$ cat config.mk
export PLATFORM = sky130hd
export DESIGN_NAME = scmp_dly_engine
export DESIGN_NICKNAME = d
export VERILOG_FILES = /design/src/rtl/scmp_dly_engine.sv
export SDC_FILE = /design/constraint.sdc
export NUM_CORES = 1
export LEC_CHECK = 0
export BUFFER_PORTS_ARGS = -buffer_cell sky130_fd_sc_hd__buf_2
export CORE_UTILIZATION = 46
export DETAILED_ROUTE_END_ITERATION = 7
export PLACE_DENSITY = 0.65
export SYNTH_ARGS = -nofsm -noshare
export SYNTH_HDL_FRONTEND = slang
export SYNTH_SLANG_ARGS = --single-unit
$ cat constraint.sdc
create_clock -name clk -period 2.5 [get_ports clk]
set_input_delay 0.125 -clock clk [delete_from_list [all_inputs] [get_ports clk]]
set_output_delay 0.125 -clock clk [all_outputs]
set_load 0.005 [all_outputs]
$ cat src/rtl/scmp_dly_engine.sv
// SC/MP DLY instruction engine: loads the architected microcycle delay, counts it
// down through a clocks-per-microcycle prescaler, then returns AC=0xFF with a done pulse.
module scmp_dly_engine #(
  parameter int CLKS_PER_UCYC = 4,
  parameter int CNT_W         = 18
) (
  input  logic       clk,
  input  logic       rst_n,
  input  logic       start,
  input  logic [7:0] ac_i,
  input  logic [7:0] disp_i,
  input  logic       stall,
  input  logic       abort,
  output logic       busy,
  output logic       done,
  output logic [7:0] ac_o,
  output logic       ac_we
);

  localparam int PRE_W = (CLKS_PER_UCYC > 1) ? $clog2(CLKS_PER_UCYC) : 1;
  localparam logic [PRE_W-1:0] PRE_RLD = PRE_W'(CLKS_PER_UCYC - 1);

  typedef enum logic [1:0] {
    IDLE  = 2'd0,
    COUNT = 2'd1,
    DONE  = 2'd2
  } state_t;

  state_t           state, state_nxt;
  logic [CNT_W-1:0] cnt, cnt_nxt;
  logic [PRE_W-1:0] pre, pre_nxt;

  // 13 + 2*ac + 514*disp, built from shifts so the full 131593 maximum fits in CNT_W.
  function automatic logic [CNT_W-1:0] dly_count(input logic [7:0] ac, input logic [7:0] disp);
    logic [CNT_W-1:0] a;
    logic [CNT_W-1:0] d;
    a = CNT_W'(ac);
    d = CNT_W'(disp);
    return CNT_W'(13) + (a << 1) + (d << 9) + (d << 1);
  endfunction

  always_ff @(posedge clk or negedge rst_n) begin
    if (!rst_n) begin
      state <= IDLE;
      cnt   <= '0;
      pre   <= '0;
    end else begin
      state <= state_nxt;
      cnt   <= cnt_nxt;
      pre   <= pre_nxt;
    end
  end

  always_comb begin
    state_nxt = state;
    cnt_nxt   = cnt;
    pre_nxt   = pre;
    if (abort) begin
      state_nxt = IDLE;
      cnt_nxt   = '0;
      pre_nxt   = '0;
    end else begin
      case (state)
        IDLE: begin
          if (start) begin
            cnt_nxt   = dly_count(ac_i, disp_i);
            pre_nxt   = PRE_RLD;
            state_nxt = COUNT;
          end
        end
        COUNT: begin
          // A stalled bus freezes the whole count, prescaler included.
          if (!stall) begin
            if (pre == '0) begin
              pre_nxt = PRE_RLD;
              cnt_nxt = cnt - CNT_W'(1);
              if (cnt == CNT_W'(1)) state_nxt = DONE;
            end else begin
              pre_nxt = pre - PRE_W'(1);
            end
          end
        end
        DONE:    state_nxt = IDLE;
        default: state_nxt = IDLE;
      endcase
    end
  end

  assign busy  = (state != IDLE);
  assign done  = (state == DONE);
  assign ac_o  = {8{done}};
  assign ac_we = done;

endmodule
==> impl_metrics.toml, run 1 <==
[logic_synthesis]
netlist_instances = 241
synth_cell_types = 45
synth_flop_cell = "dfrtp_1"
synth.cell_area_um2 = 1969
synth-edff-count = 0
syn_nets = 282
yosysWarnings = 0
synth-seq-cells = 22
ys_seq_area_frac = 0.2795
synthArstFlopShare = 1.000
syn_area_per_cell_um2 = 8.172

[hold_path]
hp-start = "start"
min_to = "state[0]$_DFFE_PN0P_"
hold_path.class = "in2reg"
hold_depth = 3

[job]
maxCapViolations = 0

[clock_network]
cts_buffer_depth = 2
post_cts_buffers = 0
clk_pin_slew_ns = 0.08
cts_made_buffers = 3
cts_sinks = 22
htreeDepth = 1
cts_tree = "yes"
clock_latency_ns = 0.27
cts_root_buffer = "clkbuf_8"

[grt]
grt_pass1_wl_um = 7238
antenna_found_initial = 0
grt_pass1_vias = 1598
grt_max_degree = 23
grt_usage = 0.2150
overflow = 0

[place]
gp_congestion = 0.8708
io_buffers = 31
dpl_worst_slack_ns = -0.05203
dp_hpwl_um = 3448
dp.cells = 309

[sta]
relSlewSlack = 0.5499
finalCriticalPeriod_ns = 2.234
layout_setup_ws_ns = 0.2664
hold_viol = 0
skew_ns = 0.005233
min_period_over_period = 0.8934
finalSetupViolations = 0
hold_slack_ns = 0.1459
grt_setup_unrepaired = "no"
max_freq_mhz = 447.7
tightest_slew_ns = 0.6689
drv_slew = 0

[detailed_routing]
via_per_inst = 5.669
dr.pass1.iters = 5
drc_errors = 0
first_iter_violations = 76
finalWirelength_um = 4406
wl_per_cell_um = 14.03
vias = 1780
drtAntennaViolNets = 0

[pwr]
p_per_area_nw_per_um2 = 541.9
internal_power_uw = 789.4
p_seq_frac = 0.364
p_switching_uw = 404.0
irDropWorstVdd_mv = 0.2206
clockPowerShare = 0.278
leakage_uw = 0.001062
pwr-share-comb = 0.358
p_total_uw = 1193
sw_frac_of_total = 0.3385

[finish]
nets = 306
area_growth_pct = 11.82
antennaDiodeCount = 0
layoutNonFillerInstCount = 314
fin_util = 0.5427
layout-drive-gt1-share = 0.1818

[setup_path]
critPathCaptureType = "register"
critical_path.max_fanout = 4
regToRegStartpoint = "cnt[0]$_DFFE_PN0P_"
required_ns = 2.64
crit_type = "in2reg"
critPathLaunch = "disp_i[1]"
r2r_cells = 8
rr_endpoint = "cnt[14]$_DFFE_PN0P_"
worst_setup_path_start_kind = "input pin"
cp_data_arrival_time_ns = 2.37
reg2reg_slack_ns = 0.32

[floorplan]
io_pins = 32
coreArea_um2 = 4058
die_h_um = 67.43
die_area_um2 = 4547
die_x_um = 67.43
floorplan.initialDensity = 0.4854
row_count = 23

[run_status]
status = "finished clean"
## metrics by stage
stage | TNS, ns | instance area (um^2)
3_3_place_gp | 0 | 2117
6_report | 0 | 2202
4_1_cts | 0 | 2198
5_1_grt | 0 | 2202
3_5_place_dp | -0.05538 | 2117
2_1_floorplan | 0 | 1969
## metal layers
layer | vias to the layer above | share of wire | wire [um] | track usage
li1 | 915 | - | - | -
met1 | 795 | 0.49 | 2137 | 0.3012
met2 | 67 | 0.45 | 2004 | 0.3400
met3 | 3 | 0.054 | 238 | 0.02196
met4 | 0 | 0.0059 | 26 | 0.07713
met5 | - | 0 | 0 | 0
## state kept, by name (all words and copies together), names as in the netlist
signal / count
cnt: 18
pre: 2
state: 2
## cells in the final DEF (no fill, tap or decap), drive strengths merged, types with 2 or more instances in the layout
master / instances
a211oi: 4
a21o: 5
a21oi: 12
a22oi: 5
and3: 3
and3b: 2
buf: 35
clkbuf: 3
dfrtp: 22
ha: 19
inv: 14
nand2: 15
nand2b: 4
nand3: 4
nand4: 4
nor2: 21
nor2b: 5
nor3: 7
nor4: 4
o211ai: 2
o21ai: 36
o221ai: 3
o31ai: 3
or3: 3
xnor2: 5
xor2: 8
## Yosys cell counts, drive strengths merged, types with 5 or more instances
cell / instances / share of area
a21o: 5 / 0.019
a21oi: 12 / 0.030
a22oi: 5 / 0.019
buf: 10 / 0.037
clkbuf: 7 / 0.014
dfrtp: 22 / 0.28
ha: 19 / 0.12
inv: 14 / 0.027
nand2: 15 / 0.029
nor2: 21 / 0.040
nor2b: 5 / 0.016
nor3: 7 / 0.018
o21ai: 36 / 0.091
xnor2: 5 / 0.022
xor2: 8 / 0.036
## area by class of cell
cell class | instances | area (um^2)
Clock buffer | 3 | 41.29
Clock inverter | 1 | 30.03
Fill cell | 383 | 1856
Inverter | 14 | 52.55
Multi-Input combinational cell | 188 | 1270
Sequential cell | 22 | 550.5
Tap cell | 50 | 62.56
Timing Repair Buffer | 36 | 195.2
## kinds of logic after synthesis
kind of cell             after synthesis  synth area share
AND/OR/NAND/NOR                       76            0.2014
adder cells (fa/ha/maj)               20            0.1309
flip-flops                            22            0.2795
buffers and inverters                 31           0.07750
AO/OA/AOI/OAI                         79            0.2529
XOR/XNOR                              13           0.05781
## critical path: stages
cell	delay (ns)
buf_2	0.12
inv_1	0.07
ha_1	0.27
inv_1	0.06
ha_1	0.19
inv_1	0.07
fa_1	0.39
nor2b_1	0.18
o2111ai_1	0.20
a21oi_2	0.24
o21ai_0	0.13
xor2_1	0.20
o221ai_1	0.13
## power groups by stage
stage | combinational [uW] | clock (uW) | sequential, uW
2_1_floorplan | 319 | 0 | 431
3_3_place_gp | 417 | 0 | 440
3_5_place_dp | 421 | 0 | 441
4_1_cts | 425 | 341 | 434
5_1_grt | 481 | 354 | 444
6_report | 427 | 332 | 435
## timing repair
item,CTS,global route
setup endpoints to repair,0,1
resized for setup,0,1
hold endpoints to repair,22,0
hold buffers,1,0
## worst max path at each step
| stage | slack, ns | endpoint | cells after the start |
|---|---|---|---|
| 2_1_floorplan | 0.38 | cnt[12]$_DFFE_PN0P_ | 12 |
| 3_3_place_gp | 0.01 | cnt[16]$_DFFE_PN0P_ | 13 |
| 3_5_place_dp | -0.05 | cnt[16]$_DFFE_PN0P_ | 13 |
| 4_1_cts | 0.22 | cnt[16]$_DFFE_PN0P_ | 13 |
| 5_1_grt | 0.08 | cnt[16]$_DFFE_PN0P_ | 13 |
| 6_report | 0.27 | cnt[16]$_DFFE_PN0P_ | 13 |
No activity file was read; power rests on OpenSTA's default activity.
==> run 2, diff against run 1 <==
--- a/config.mk
+++ b/config.mk
@@ -6,9 +6,9 @@
 export NUM_CORES = 1
 export LEC_CHECK = 0
 export BUFFER_PORTS_ARGS = -buffer_cell sky130_fd_sc_hd__buf_2
-export CORE_UTILIZATION = 46
+export CORE_UTILIZATION = 57
 export DETAILED_ROUTE_END_ITERATION = 7
-export PLACE_DENSITY = 0.65
+export PLACE_DENSITY = 0.78
 export SYNTH_ARGS = -nofsm -noshare
 export SYNTH_HDL_FRONTEND = slang
 export SYNTH_SLANG_ARGS = --single-unit
==> impl_metrics.toml, run 2 (synthesized netlist as in run 1, its figures left out) <==
[run_status]
status = "finished clean"

[sta]
max_freq_mhz = 453.1
tightest_slew_ns = 0.6071
drv_slew = 0
layout_setup_ws_ns = 0.2929
finalCriticalPeriod_ns = 2.207
hold_slack_ns = 0.07574
finalSetupViolations = 0
relSlewSlack = 0.5953
setup_tns_ns = 0
skew_ns = 0.007108
hold_viol = 0
grt_setup_unrepaired = "no"
min_period_over_period = 0.8829

[finish]
antennaDiodeCount = 0
regMostFlops = "cnt"
layout-drive-gt1-share = 0.1749
fin_util = 0.6865
final_common_cell = "o21ai_0"
nets = 305
final_cell_mix = "o21ai_0 (35), buf_2 (31), dfrtp_1 (22)"
area_growth_pct = 9.911
largest_reg_flops = 18
reg.largest.list = "cnt x18, pre x2, state x2"

[setup_path]
worst_setup_path_start_kind = "register"
crit_type = "reg2reg"
critPathTopFamily = "simple AND/OR/NAND/NOR gates"
required_ns = 2.70
critical_path.cell_chain = "inv_1 -> ha_1 -> or3b_2 -> and3b_1 -> nand2_1 -> xnor2_1 -> a22oi_1 -> o21ai_0"
critPathLaunch = "cnt[0]$_DFFE_PN0P_"
cp_data_arrival_time_ns = 2.41
reg2reg_slack_ns = 0.29
rr_endpoint = "cnt[14]$_DFFE_PN0P_"
critical_path.max_fanout = 6
critPathCaptureType = "register"
regToRegStartpoint = "cnt[0]$_DFFE_PN0P_"
critPathMaxStageDelay_ns = 0.50
critPathSlowestCell = "or3b_2"
r2r_cells = 8
endpoint = "cnt[14]$_DFFE_PN0P_"
critical_path_cell_count = 8
path_buf_inv = 1

[grt]
grt_pass1_wl_um = 7176
grt_pass1_vias = 1605
overflow = 0
antenna_found_initial = 0
grt_usage = 0.2650
grt_max_degree = 23

[pwr]
clockPowerShare = 0.246
p_seq_frac = 0.379
p_switching_uw = 411.6
p_total_uw = 1151
leakage_uw = 0.001050
p_per_area_nw_per_um2 = 531.7
internal_power_uw = 739.3
pwr-share-comb = 0.375
sw_frac_of_total = 0.3576
irDropWorstVdd_mv = 0.2333

[detailed_routing]
via_per_inst = 6.003
first_iter_violations = 99
drc_errors = 0
wl_per_cell_um = 14.59
finalWirelength_um = 4478
vias = 1843
drtAntennaViolNets = 0
dr.pass1.iters = 4

[floorplan]
die_h_um = 60.78
io_pins = 32
coreArea_um2 = 3153
floorplan.initialDensity = 0.6246
die_x_um = 60.78
row_count = 20
die_area_um2 = 3694

[clock_network]
cts_buffer_depth = 2
post_cts_buffers = 0
cts_root_buffer = "clkbuf_4"
cts_resized = 0
clk_pin_slew_ns = 0.14
cts_sinks = 22
ctsHoldBuffers = 1
clock_latency_ns = 0.32
htreeDepth = 1
cts_tree = "yes"
cts_made_buffers = 3

[place]
gp_congestion = 0.8488
io_buffers = 31
dp_hpwl_um = 3416
dpl_worst_slack_ns = -0.03218

[hold_path]
hp-start = "start"
hold_path.class = "in2reg"

[job]
maxCapViolations = 0
run 2: per-layer routing:
layer | share of wire | routed length (um) | up-vias | track usage
met5 | 0 | 0 | - | 0
met4 | 0.014 | 61 | 0 | 0.08442
met3 | 0.048 | 217 | 7 | 0.01919
met2 | 0.46 | 2049 | 79 | 0.4380
met1 | 0.48 | 2149 | 844 | 0.3693
li1 | - | - | 913 | -
run 2: how the worst min path moves through the flow:
stage	endpoint	slack (ns)	cells past startpoint
6_report	state[0]$_DFFE_PN0P_	0.08	3
5_1_grt	state[0]$_DFFE_PN0P_	0.08	3
4_1_cts	state[0]$_DFFE_PN0P_	0.07	3
3_5_place_dp	pre[0]$_DFFE_PN0P_	0.12	1
3_3_place_gp	pre[0]$_DFFE_PN0P_	0.12	1
2_1_floorplan	cnt[0]$_DFFE_PN0P_	-0.17	0
run 2: power by group through the flow:
stage | registers, uW | logic (uW) | clock network [uW]
final | 436 | 431 | 284
after detailed placement | 441 | 424 | 0
after global routing | 441 | 483 | 304
after floorplan | 431 | 319 | 0
after global placement | 441 | 415 | 0
after CTS | 435 | 429 | 286
run 2: cell type report:
cell class              count  area (um^2)
multi-input cells         188         1266
fillers                   271        988.4
flip-flops and latches     22        550.5
repair buffers             35        187.7
well taps                  44        55.05
inverters                  14        52.55
clock inverters             1        30.03
clock buffers               3        22.52
run 2: worst register-to-register path, cell delays in order (launching register included):
cell     delay, ns
dfrtp_1       0.45
inv_1         0.10
ha_1          0.18
or3b_2        0.50
and3b_1       0.35
nand2_1       0.10
xnor2_1       0.14
a22oi_1       0.16
o21ai_0       0.12
run 2: per-stage QoR:
step / cells / area, um^2
after floorplan: 241 / 1969
after global placement: 302 / 2102
after detailed placement: 302 / 2102
after CTS: 307 / 2165
after global routing: 307 / 2165
final: 307 / 2165
